--- config.mk ---
export PLATFORM = sky130hd
export DESIGN_NAME = mmio_gpi_debounce
export DESIGN_NICKNAME = d
export VERILOG_FILES = /design/src/rtl/mmio_gpi_debounce.sv
export SDC_FILE = /design/constraint.sdc
export NUM_CORES = 1
export LEC_CHECK = 0
export ABC_AREA = 1
export CAP_MARGIN = 20
export CORE_AREA = 2 2 190 192
export CTS_CLUSTER_SIZE = 20
export DETAILED_ROUTE_END_ITERATION = 10
export DIE_AREA = 0 0 192 194
export PLACE_DENSITY_LB_ADDON = 0.08
export SYNTH_ARGS = -nofsm -noshare
export SYNTH_HDL_FRONTEND = slang
export SYNTH_SLANG_ARGS = --single-unit
--- constraint.sdc ---
create_clock -name clk -period 1.4 [get_ports clk]
set_input_delay 0.14 -clock clk [delete_from_list [all_inputs] [get_ports clk]]
set_output_delay 0.14 -clock clk [all_outputs]
set_load 0.05 [all_outputs]
--- src/rtl/mmio_gpi_debounce.sv ---
// mmio_gpi_debounce: MMIO input slot with per-bit debounce, W1C edge latches and masked level irq
module mmio_gpi_debounce #(
    parameter int W        = 32,
    parameter int TICK_DIV = 100000,
    parameter int DB_TICKS = 20
) (
    input  logic          clk,
    input  logic          reset_n,
    input  logic          cs,
    input  logic          write,
    input  logic          read,
    input  logic [4:0]    addr,
    input  logic [31:0]   write_data,
    output logic [31:0]   read_data,
    input  logic [W-1:0]  d_in,
    output logic          irq
);
    localparam int PW = TICK_DIV > 1 ? $clog2(TICK_DIV) : 1;
    localparam int CW = $clog2(DB_TICKS + 1);
    logic [PW-1:0] pcnt;
    logic          tick, wr, unused_ok;
    logic [W-1:0]  s1, sync, db, db_q, rise, fall, mask, clr_rise, clr_fall, rd;
    logic [CW-1:0] cnt [W];
    // reads carry no side effects, so the strobe and the upper write bits are simply dropped
    assign unused_ok = &{1'b0, read, write_data};
    assign tick      = pcnt == PW'(TICK_DIV - 1);
    assign wr        = cs & write;
    assign clr_rise  = wr && addr == 5'd2 ? write_data[W-1:0] : '0;
    assign clr_fall  = wr && addr == 5'd3 ? write_data[W-1:0] : '0;
    assign irq       = |((rise | fall) & mask);
    always_ff @(posedge clk or negedge reset_n) begin
        if (!reset_n) begin
            pcnt <= '0;
            s1   <= '0;
            sync <= '0;
            db   <= '0;
            db_q <= '0;
            rise <= '0;
            fall <= '0;
            mask <= '0;
            for (int i = 0; i < W; i++) cnt[i] <= '0;
        end else begin
            s1   <= d_in;
            sync <= s1;
            pcnt <= tick ? '0 : pcnt + 1'b1;
            db_q <= db;
            // a new edge in the same cycle as its W1C clear keeps the bit set
            rise <= (rise & ~clr_rise) | (db & ~db_q);
            fall <= (fall & ~clr_fall) | (~db & db_q);
            if (wr && addr == 5'd4) mask <= write_data[W-1:0];
            if (tick) begin
                for (int i = 0; i < W; i++) begin
                    if (sync[i] == db[i]) cnt[i] <= '0;
                    else if (cnt[i] == CW'(DB_TICKS - 1)) begin
                        db[i]  <= sync[i];
                        cnt[i] <= '0;
                    end else cnt[i] <= cnt[i] + 1'b1;
                end
            end
        end
    end
    always_comb begin
        rd = addr == 5'd0 ? sync :
             addr == 5'd1 ? db   :
             addr == 5'd2 ? rise :
             addr == 5'd3 ? fall :
             addr == 5'd4 ? mask : '0;
        read_data = 32'(rd);
    end
endmodule

======== Word-level counts from Yosys, hierarchy flattened ========
Index checks and enable logic that the tools add are counted.
Widths: inputs -> output; s select.
word-level totals
  output and inout bits ................... 33
  register bits after elaboration ......... 401
  input bits .............................. 74
cells by class
  equality and inequality tests ........... 69
  multiplexer cells ....................... 72
  bitwise operators ....................... 45
  add/sub/neg operators ................... 33
  reduce and logical (&&, ||, !) cells .... 37
operators with widths
  operator               number
  $mux 5                 64
  $mux 32                7
  $add 5x1->5 const B    32
  $and 32x32->32         5
  $eq 5x5->1 const B     32
  $not 32->32            4
  $or 32x32->32          3
  $reduce_and 3->1       32
  $eq 1x1->1             32
  $not 1->1              32
  $reduce_or 32->1       1
  $add 17x1->17 const B  1
  $eq 17x17->1 const B   1
  $mux 17                1
  $eq 5x2->1 const B     2
  $eq 5x1->1 const B     1
  $eq 5x3->1 const B     1
  $logic_not 5->1        1
  $logic_and 1x1->1      3
  $and 1x1->1            1

======== Depth between registers and ports, before layout ========
Gate-level depths: netlist (run 1).
  depth after elaboration ................. 6
  depth in mapped cells ................... 11
  depth with buffers taken out ............ 9

======== Least setup slack after synthesis (run 1) ========
No wires, ideal clock.
  path kind ............................... flip-flop to flip-flop
  start point ............................. reg pcnt[0]
  end point ............................... reg cnt[141] in the netlist's numbering
  library setup time ...................... 0.126 ns
  setup slack ............................. -0.181 ns
  data required time ...................... 1.274 ns
  data arrival time ....................... 1.455 ns
  cell stages (with the launch flop) ...... 12
  buffers on the path ..................... 3
  period minus slack after synthesis ...... 1.581 ns
  path through ............................ dfrtp_1 -> ha_1 -> nand2_1 -> inv_2 -> nand2_2 -> nor2_2 -> nand2_1 -> buf_6 -> buf_6 -> buf_6 -> nand2_1 -> o21ai_1
on the way
  cells in the longest elaborated chain, start to end .. 1
RTL lines
  element                         line  RTL
  start: declaration              20    logic [PW-1:0] pcnt;
  start signal: assignment        45    pcnt <= tick ? '0 : pcnt + 1'b1;
  $eq 17x17->1                    26    assign tick = pcnt == PW'(TICK_DIV - 1);
  end signal: indexed assignment  57    end else cnt[i] <= cnt[i] + 1'b1;
  end: declaration                23    logic [CW-1:0] cnt [W];
Every way passes these cells.
A chain may end at the register's enable or synchronous reset.

======== Worst setup path in the final report (run 1) ========
  start point ............................. reg fall[1]
  end point ............................... out irq
on the way
  cells in the longest elaborated chain, start to end .. 3
RTL lines
  element                   line  RTL
  start: declaration        22    logic [W-1:0] s1, sync, db, db_q, rise, fall, mask, clr_rise, clr_fall, rd;
  start signal: assignment  49    fall <= (fall & ~clr_fall) | (~db & db_q);
  $or 32x32->32             30    assign irq = |((rise | fall) & mask);
  $and 32x32->32            30
  $reduce_or 32->1          30
  end: declaration          16    output logic irq
Every way passes these cells.

==> flow_summary_export.csv, run 1 <==
group,metric,value,unit
worst_setup_path,crit_type,"register to output port",
clock_network,tritoncts_clock_tree,"built",
global_route,grt_antenna_before_repair,1,
die,io_pins,107,
routing,vias_per_cell,5.72,
global_route,globalRoute.totalOverflow,0,
worst_hold_path,worstHoldStart,"d_in[13]",
synthesis,netlist-cell-type-count,26,
cells_and_area,final_cells,3107,
power_and_ir_drop,p_int,20.5,mW
die,die_footprint,37200,um^2
synthesis,synth.largest_area_cell,"sky130_fd_sc_hd__dfrtp_1",
synthesis,synth_async_sr_flop_share,1.00,
worst_setup_path,cp_max_fo,2,
die,start_util,0.534,
clock_network,tritoncts_num_sinks,401,
worst_setup_path,cp_data_arrival_time,1.85,ns
sta,slew_at_the_pin_with_the_worst_max_slew_slack,0.495,ns
worst_setup_path,critPathRequiredTime,1.26,ns
power_and_ir_drop,static_leakage,13.1,nW
worst_setup_path,startpoint_of_the_worst_slack_reg_to_reg_timing_path,"pcnt[1]",
routing,drt-pass1-iter-count,7,
worst_setup_path,timing.rr.end,"cnt[141]",
routing,ant_nets,0,
outcome,failed_checks,"negative setup slack",
routing,totalWireLength,62.9,mm
sta,final_critical_path_setup_slack,-0.589,ns
global_route,grt_usage,0.326,
worst_hold_path,worst_hold_path.num_cells,1,
place,place.gp.congestion,0.879,
synthesis,synth.yosys.warnings,0,
routing,route.detailed.wl_per_inst,20.3,um
worst_setup_path,r2r_setup_slack,-0.39,ns
power_and_ir_drop,power_per_cell_area,973,nW/um^2
sta,layout_worst_path_cycle_share,1.42,
clock_network,cts_root_buf,"sky130_fd_sc_hd__clkbuf_16",
cells_and_area,fillCellCount,2108,
power_and_ir_drop,seq_power_share,0.459,
synthesis,edff_count_synth,0,
clock_network,worst_setup_hold_path_clk_slew,0.06,ns
place,placedCellCount,2903,
worst_hold_path,holdPathEnd,"s1[13]",
clock_network,cts_inserted_buffers,45,
sta,tmin_final,1.99,ns
global_route,largest_net_degree_at_the_start_of_global_routing,54,
cells_and_area,ff_latch_area,10000,um^2
sta,timing_max_transition_violations_final,0,
place,detailedPlacementHpwl,33.5,mm
routing,drt_first_iter_violations,1450,
global_route,grt_pass1_wl,94.3,mm
place,place.port_buffers,105,
clock_network,clock_latency,0.59,ns
synthesis,yosysSeqAreaShare,0.533,
global_route,first_global_vias,17751,
die,core-area,35200,um^2
synthesis,synth-main-ff-cell,"sky130_fd_sc_hd__dfrtp_1",
worst_hold_path,holdCritPathClass,"primary input to register",
cells_and_area,nNetsFinal,2717,
die,placementRows,69,
power_and_ir_drop,power.switching,6.64,mW
clock_network,clock_path_buffers,3,
sta,clock.fmax,503,MHz
sta,setup_repair_after_global_routing_missed_its_margin,"true",
cells_and_area,multi_input_comb_area,10300,um^2
worst_setup_path,worst_setup_path_end_kind,"output port",
synthesis,synthMostInstantiatedCell,"sky130_fd_sc_hd__nand2_1",
die,die_height,194,um
power_and_ir_drop,power.ir.vdd_worst,0.948,mV
synthesis,post_synth_inst_count,2216,
synthesis,syn-mean-instance-area,8.50,um^2
power_and_ir_drop,pwr-share-comb,0.087,
routing,routed-via-count,17775,
worst_setup_path,reg2reg_depth,11,
die,die_span_in_x,192,um
routing,drc_violation_count_after_routing,0,
synthesis,synth_top_area_frac,0.533,
sta,hold_violations,0,
cells_and_area,insertedDiodeCount,0,
synthesis,synth.net_count,2323,
cells_and_area,area_added_between_synthesis_and_finish,48.0,%
power_and_ir_drop,switching_share,0.245,
power_and_ir_drop,pwr-share-clk,0.454,
sta,final.setup_skew,0.0227,ns
worst_setup_path,crit_path_start_kind,"register",
job,cap_viol_max_count,0,
clock_network,max_h_tree_level,2,
synthesis,synth.area.top_cells,"sky130_fd_sc_hd__dfrtp_1 53%, sky130_fd_sc_hd__nand2_1 16%, sky130_fd_sc_hd__nand3_1 5.3%",
sta,slew_headroom,0.669,
place,post-place-ws,-0.607,ns
synthesis,syn-cell-area,18800,um^2
synthesis,synthTopCellsByCount,"789 x sky130_fd_sc_hd__nand2_1, 401 x sky130_fd_sc_hd__dfrtp_1, 199 x sky130_fd_sc_hd__nand3_1",
sta,timing.final.setup_violations,235,
outcome,run_status,"finished with violations",
synthesis,number_of_storage_elements_in_the_synthesis_netlist,401,
cells_and_area,post_route_cells_drive_above_1_share,0.339,
[how the worst max path moves through the flow]
| stage | cells after the start | endpoint | start | slack, ns |
|---|---|---|---|---|
| 2_1_floorplan | 11 | cnt[141] | pcnt[0] | -0.12 |
| 3_3_place_gp | 9 | read_data[22] | addr[1] | -0.59 |
| 3_5_place_dp | 8 | read_data[31] | addr[1] | -0.61 |
| 4_1_cts | 6 | read_data[31] | fall[31] | -0.55 |
| 5_1_grt | 7 | irq | fall[9] | -0.63 |
| 6_report | 7 | irq | fall[1] | -0.59 |
[what timing repair did]
item	CTS	global route
setup buffers	60	32
gates cloned	31	2
gates resized for setup	526	298
endpoints found under the setup margin	233	239
pin swaps	121	130
hold endpoints to repair	426	0
hold buffers	26	0
[flip-flops by register name, summed over array words and instances (netlist names)]
signal  flops
cnt       160
db         32
db_q       32
fall       32
mask       32
rise       32
s1         32
sync       32
pcnt       17
[cells in the final DEF, fill, tap and decap left out, types with 17 or more instances in the layout]
cell type,count
sky130_fd_sc_hd__buf_12,66
sky130_fd_sc_hd__buf_4,145
sky130_fd_sc_hd__buf_6,61
sky130_fd_sc_hd__buf_8,29
sky130_fd_sc_hd__clkbuf_16,49
sky130_fd_sc_hd__clkdlybuf4s50_1,66
sky130_fd_sc_hd__dfrtp_1,397
sky130_fd_sc_hd__dlygate4sd3_1,26
sky130_fd_sc_hd__ha_1,32
sky130_fd_sc_hd__inv_1,105
sky130_fd_sc_hd__nand2_1,601
sky130_fd_sc_hd__nand2_2,111
sky130_fd_sc_hd__nand2_4,77
sky130_fd_sc_hd__nand3_1,121
sky130_fd_sc_hd__nand3_2,49
sky130_fd_sc_hd__nand3_4,29
sky130_fd_sc_hd__nor2_1,54
sky130_fd_sc_hd__nor2_2,17
sky130_fd_sc_hd__nor2_4,23
sky130_fd_sc_hd__nor3_1,27
sky130_fd_sc_hd__o211ai_1,27
sky130_fd_sc_hd__o21ai_0,39
sky130_fd_sc_hd__o21ai_1,94
sky130_fd_sc_hd__o21ai_2,147
sky130_fd_sc_hd__or2_2,21
sky130_fd_sc_hd__xnor2_1,20
sky130_fd_sc_hd__xor2_1,112
[power groups by stage]
stage | logic, mW | clock network, mW | registers, mW
detailed placement | 1.96 | 0 | 12.6
floorplan | 0.732 | 0 | 12.5
finish | 2.36 | 12.3 | 12.4
CTS | 2.24 | 12.4 | 12.4
global placement | 1.93 | 0 | 12.6
global route | 2.56 | 13.0 | 12.5
[cell type report]
class / instances / share of cell area
clock buffers: 67 / 0.0506
clock inverters: 16 / 0.00507
inverters: 116 / 0.0164
multi-input cells: 1631 / 0.369
flip-flops and latches: 401 / 0.360
well taps: 461 / 0.0207
repair buffers: 415 / 0.178
[routing by layer]
| layer | up-vias | share of wire | GRT usage |
|---|---|---|---|
| met1 | 8705 | 0.40 | 0.432 |
| met5 | - | 0.00027 | 0 |
| met4 | 2 | 0.048 | 0.145 |
| met2 | 811 | 0.48 | 0.516 |
| met3 | 228 | 0.076 | 0.0700 |
| li1 | 8029 | - | - |
[logic make-up (layout without fill, tap and decap cells)]
kind of cell             after synthesis  after routing  synth area share
adder cells (fa/ha/maj)               33             33            0.0219
AO/OA/AOI/OAI                        311            311            0.0863
buffers and inverters                187            614            0.0449
flip-flops                           401            401             0.533
AND/OR/NAND/NOR                     1152           1155             0.253
XOR/XNOR                             132            132            0.0614
[metrics by stage]
stage	area [um^2]	util	setup TNS (ns)	power [mW]	hold WS (ns)
after detailed placement	22100	0.628	-102.23	14.5	0.0947
final	27900	0.791	-70.49	27.1	0.0236
after floorplan	19000	-	-15.13	13.2	-0.156
after CTS	27000	0.765	-64.98	27.0	0.00310
after global routing	27900	0.791	-84.89	28.0	0.00829
after global placement	22100	0.628	-93.21	14.5	0.0901
[worst max-delay path: stages, from the launching register on]
cell and delay [ns]:
sky130_fd_sc_hd__dfrtp_1 0.40, sky130_fd_sc_hd__o21ai_1 0.21, sky130_fd_sc_hd__nand2_2 0.10, sky130_fd_sc_hd__nor2_2 0.09
sky130_fd_sc_hd__nand2_2 0.11, sky130_fd_sc_hd__nor2_1 0.10, sky130_fd_sc_hd__nand2_1 0.10, sky130_fd_sc_hd__buf_6 0.17
No activity file was read; power rests on OpenSTA's default activity.
==> run 2: changes to the inputs <==
--- a/config.mk
+++ b/config.mk
@@ -11,7 +11,9 @@
 export CTS_CLUSTER_SIZE = 20
 export DETAILED_ROUTE_END_ITERATION = 10
 export DIE_AREA = 0 0 192 194
+export HOLD_SLACK_MARGIN = 0.1
 export PLACE_DENSITY_LB_ADDON = 0.08
+export SLEW_MARGIN = 15
 export SYNTH_ARGS = -nofsm -noshare
 export SYNTH_HDL_FRONTEND = slang
 export SYNTH_SLANG_ARGS = --single-unit
==> constraint.sdc (replaced) <==
create_clock -name clk -period 1.7 [get_ports clk]
set_input_delay 0.17 -clock clk [delete_from_list [all_inputs] [get_ports clk]]
set_output_delay 0.17 -clock clk [all_outputs]
set_load 0.05 [all_outputs]
==> flow_summary_export.csv, run 2 (synthesized netlist as in run 1, its figures left out) <==
group,metric,value,unit
routing,drt_first_iter_violations,1201,
cells_and_area,post_route_cells_drive_above_1_share,0.256,
sta,timing_max_transition_violations_final,0,
clock_network,tritoncts_num_sinks,401,
cells_and_area,area_of_all_placed_cells_without_fillers,25800,um^2
cells_and_area,nNetsFinal,2608,
cells_and_area,layout.core_utilization,0.732,
power_and_ir_drop,power_per_cell_area,826,nW/um^2
cells_and_area,ff_latch_area,10000,um^2
cells_and_area,multi_input_comb_area,9450,um^2
routing,totalWireLength,56.4,mm
worst_setup_path,timing.rr.end,"cnt[117]",
routing,vias_per_cell,5.53,
worst_setup_path,cp_data_arrival_time,1.82,ns
clock_network,max_h_tree_level,2,
worst_setup_path,crit_path_start_kind,"register",
cells_and_area,insertedDiodeCount,0,
routing,routed-via-count,16566,
sta,tmin_final,1.99,ns
die,io_pins,107,
global_route,grt_pass1_wl,83.4,mm
sta,clock.fmax,503,MHz
die,start_util,0.534,
cells_and_area,area_added_between_synthesis_and_finish,36.9,%
sta,timing.final.setup_violations,139,
global_route,first_global_vias,15818,
clock_network,clock_latency,0.57,ns
sta,final.setup_skew,0.0136,ns
place,area_after_dpl,21000,um^2
cells_and_area,max_flop_register,"cnt",
worst_setup_path,critPathRequiredTime,1.53,ns
die,placementRows,69,
die,core-area,35200,um^2
worst_setup_path,cp_max_fo,3,
sta,slew_headroom,0.633,
clock_network,cts_root_buf,"sky130_fd_sc_hd__clkbuf_16",
die,die_footprint,37200,um^2
clock_network,tritoncts_clock_tree,"built",
global_route,largest_net_degree_at_the_start_of_global_routing,60,
sta,final_critical_path_setup_slack,-0.290,ns
global_route,grt_antenna_before_repair,1,
sta,layout_worst_path_cycle_share,1.17,
place,detailedPlacementHpwl,32.6,mm
place,place.port_buffers,105,
clock_network,worst_setup_hold_path_clk_slew,0.06,ns
worst_setup_path,crit_type,"register to output port",
outcome,failed_checks,"negative setup slack",
power_and_ir_drop,static_leakage,12.1,nW
cells_and_area,largest_register_ffs,160,
job,cap_viol_max_count,0,
outcome,run_status,"finished with violations",
clock_network,clock_path_buffers,3,
clock_network,cts_inserted_buffers,44,
cells_and_area,layout.cells.most_common,"sky130_fd_sc_hd__nand2_1",
power_and_ir_drop,power.ir.vdd_worst,0.864,mV
routing,drt-pass1-iter-count,5,
worst_setup_path,worst_setup_path_end_kind,"output port",
routing,ant_nets,0,
routing,drc_violation_count_after_routing,0,
die,die_span_in_x,192,um
routing,route.detailed.wl_per_inst,18.8,um
sta,setup_repair_after_global_routing_missed_its_margin,"true",
sta,slew_at_the_pin_with_the_worst_max_slew_slack,0.546,ns
cells_and_area,fillCellCount,2522,
global_route,globalRoute.totalOverflow,0,
worst_setup_path,startpoint_of_the_worst_slack_reg_to_reg_timing_path,"pcnt[1]",
worst_hold_path,holdCritPathClass,"primary input to async pin",
worst_setup_path,r2r_setup_slack,-0.13,ns
global_route,grt_usage,0.284,
die,die_height,194,um
sta,hold_violations,0,
place,place.gp.congestion,0.862,
worst_setup_path,reg2reg_depth,11,
cells_and_area,most-common-layout-cells,"648 x sky130_fd_sc_hd__nand2_1, 392 x sky130_fd_sc_hd__dfrtp_1, 163 x sky130_fd_sc_hd__nand3_1, 117 x sky130_fd_sc_hd__o21ai_2, 112 x sky130_fd_sc_hd__xor2_1",
## run 2: cell types whose count changed in the layout (fill, tap and decap cells not counted), moves of 16 or more
cell / previous run / this run
sky130_fd_sc_hd__nand2_1: 601 / 648
sky130_fd_sc_hd__buf_8: 29 / 5
sky130_fd_sc_hd__o21ai_1: 94 / 110
sky130_fd_sc_hd__buf_12: 66 / 33
sky130_fd_sc_hd__o21ai_2: 147 / 117
sky130_fd_sc_hd__nand2_4: 77 / 60
sky130_fd_sc_hd__nand3_1: 121 / 163
sky130_fd_sc_hd__nand2_2: 111 / 82
sky130_fd_sc_hd__nand3_4: 29 / 2
sky130_fd_sc_hd__buf_4: 145 / 72
## run 2: critical path: stages, from the launching register on
cell and delay [ns]:
sky130_fd_sc_hd__dfrtp_1 0.43, sky130_fd_sc_hd__o21ai_2 0.15, sky130_fd_sc_hd__nand2_1 0.08, sky130_fd_sc_hd__nor2_2 0.14, sky130_fd_sc_hd__nand2_2 0.10, sky130_fd_sc_hd__nor2_2 0.13, sky130_fd_sc_hd__nand2_2 0.07, sky130_fd_sc_hd__buf_6 0.15
## run 2: layout make-up
cell class,instances,share of cell area
clock buffers,65,0.0497
inverters,116,0.0174
multi-input cells,1631,0.366
repair buffers,307,0.150
clock inverters,13,0.00480
flip-flops and latches,401,0.390
well taps,461,0.0224
## run 2: timing repair
action / in CTS / in global routing
hold buffers: 32 / 0
gates cloned: 16 / 27
resized for setup: 147 / 448
endpoints found under the setup margin: 140 / 219
endpoints found under the hold margin: 432 / 0
pin swaps: 58 / 91
buffers inserted: 25 / 18
## run 2: worst max-delay path by stage
stage	startpoint	endpoint	slack, ns	depth (start not counted)
2_1_floorplan	pcnt[0]	cnt[141]	0.12	11
3_3_place_gp	addr[1]	read_data[22]	-0.32	9
3_5_place_dp	addr[1]	read_data[1]	-0.34	9
4_1_cts	fall[8]	irq	-0.29	7
5_1_grt	fall[7]	irq	-0.37	7
6_report	rise[10]	irq	-0.29	7
## run 2: stage by stage
stage	setup WS [ns]	hold WS, ns	power [mW]	setup TNS [ns]	instances
CTS	-0.294	0.114	21.4	-3.29	2950
global route	-0.368	0.134	22.0	-19.51	2994
finish	-0.290	0.122	21.3	-8.33	2994
floorplan	0.119	-0.126	10.9	0	2216
detailed placement	-0.342	0.117	11.7	-34.92	2800
global placement	-0.320	0.115	11.7	-29.71	2800
## run 2: per-layer routing
metal  vias to the layer above  part of all wire  GRT usage
li1                       7811                 -          -
met2                       554              0.46      0.438
met4                         0             0.033     0.0975
met3                       134             0.072     0.0443
met1                      8067              0.43      0.412
met5                         -                 0          0
## run 2: power by group
| part | internal (mW) | switching [mW] |
|---|---|---|
| logic | 0.697 | 0.920 |
| clock network | 5.51 | 3.90 |
| registers | 9.92 | 0.350 |
| total | 16.1 | 5.17 |
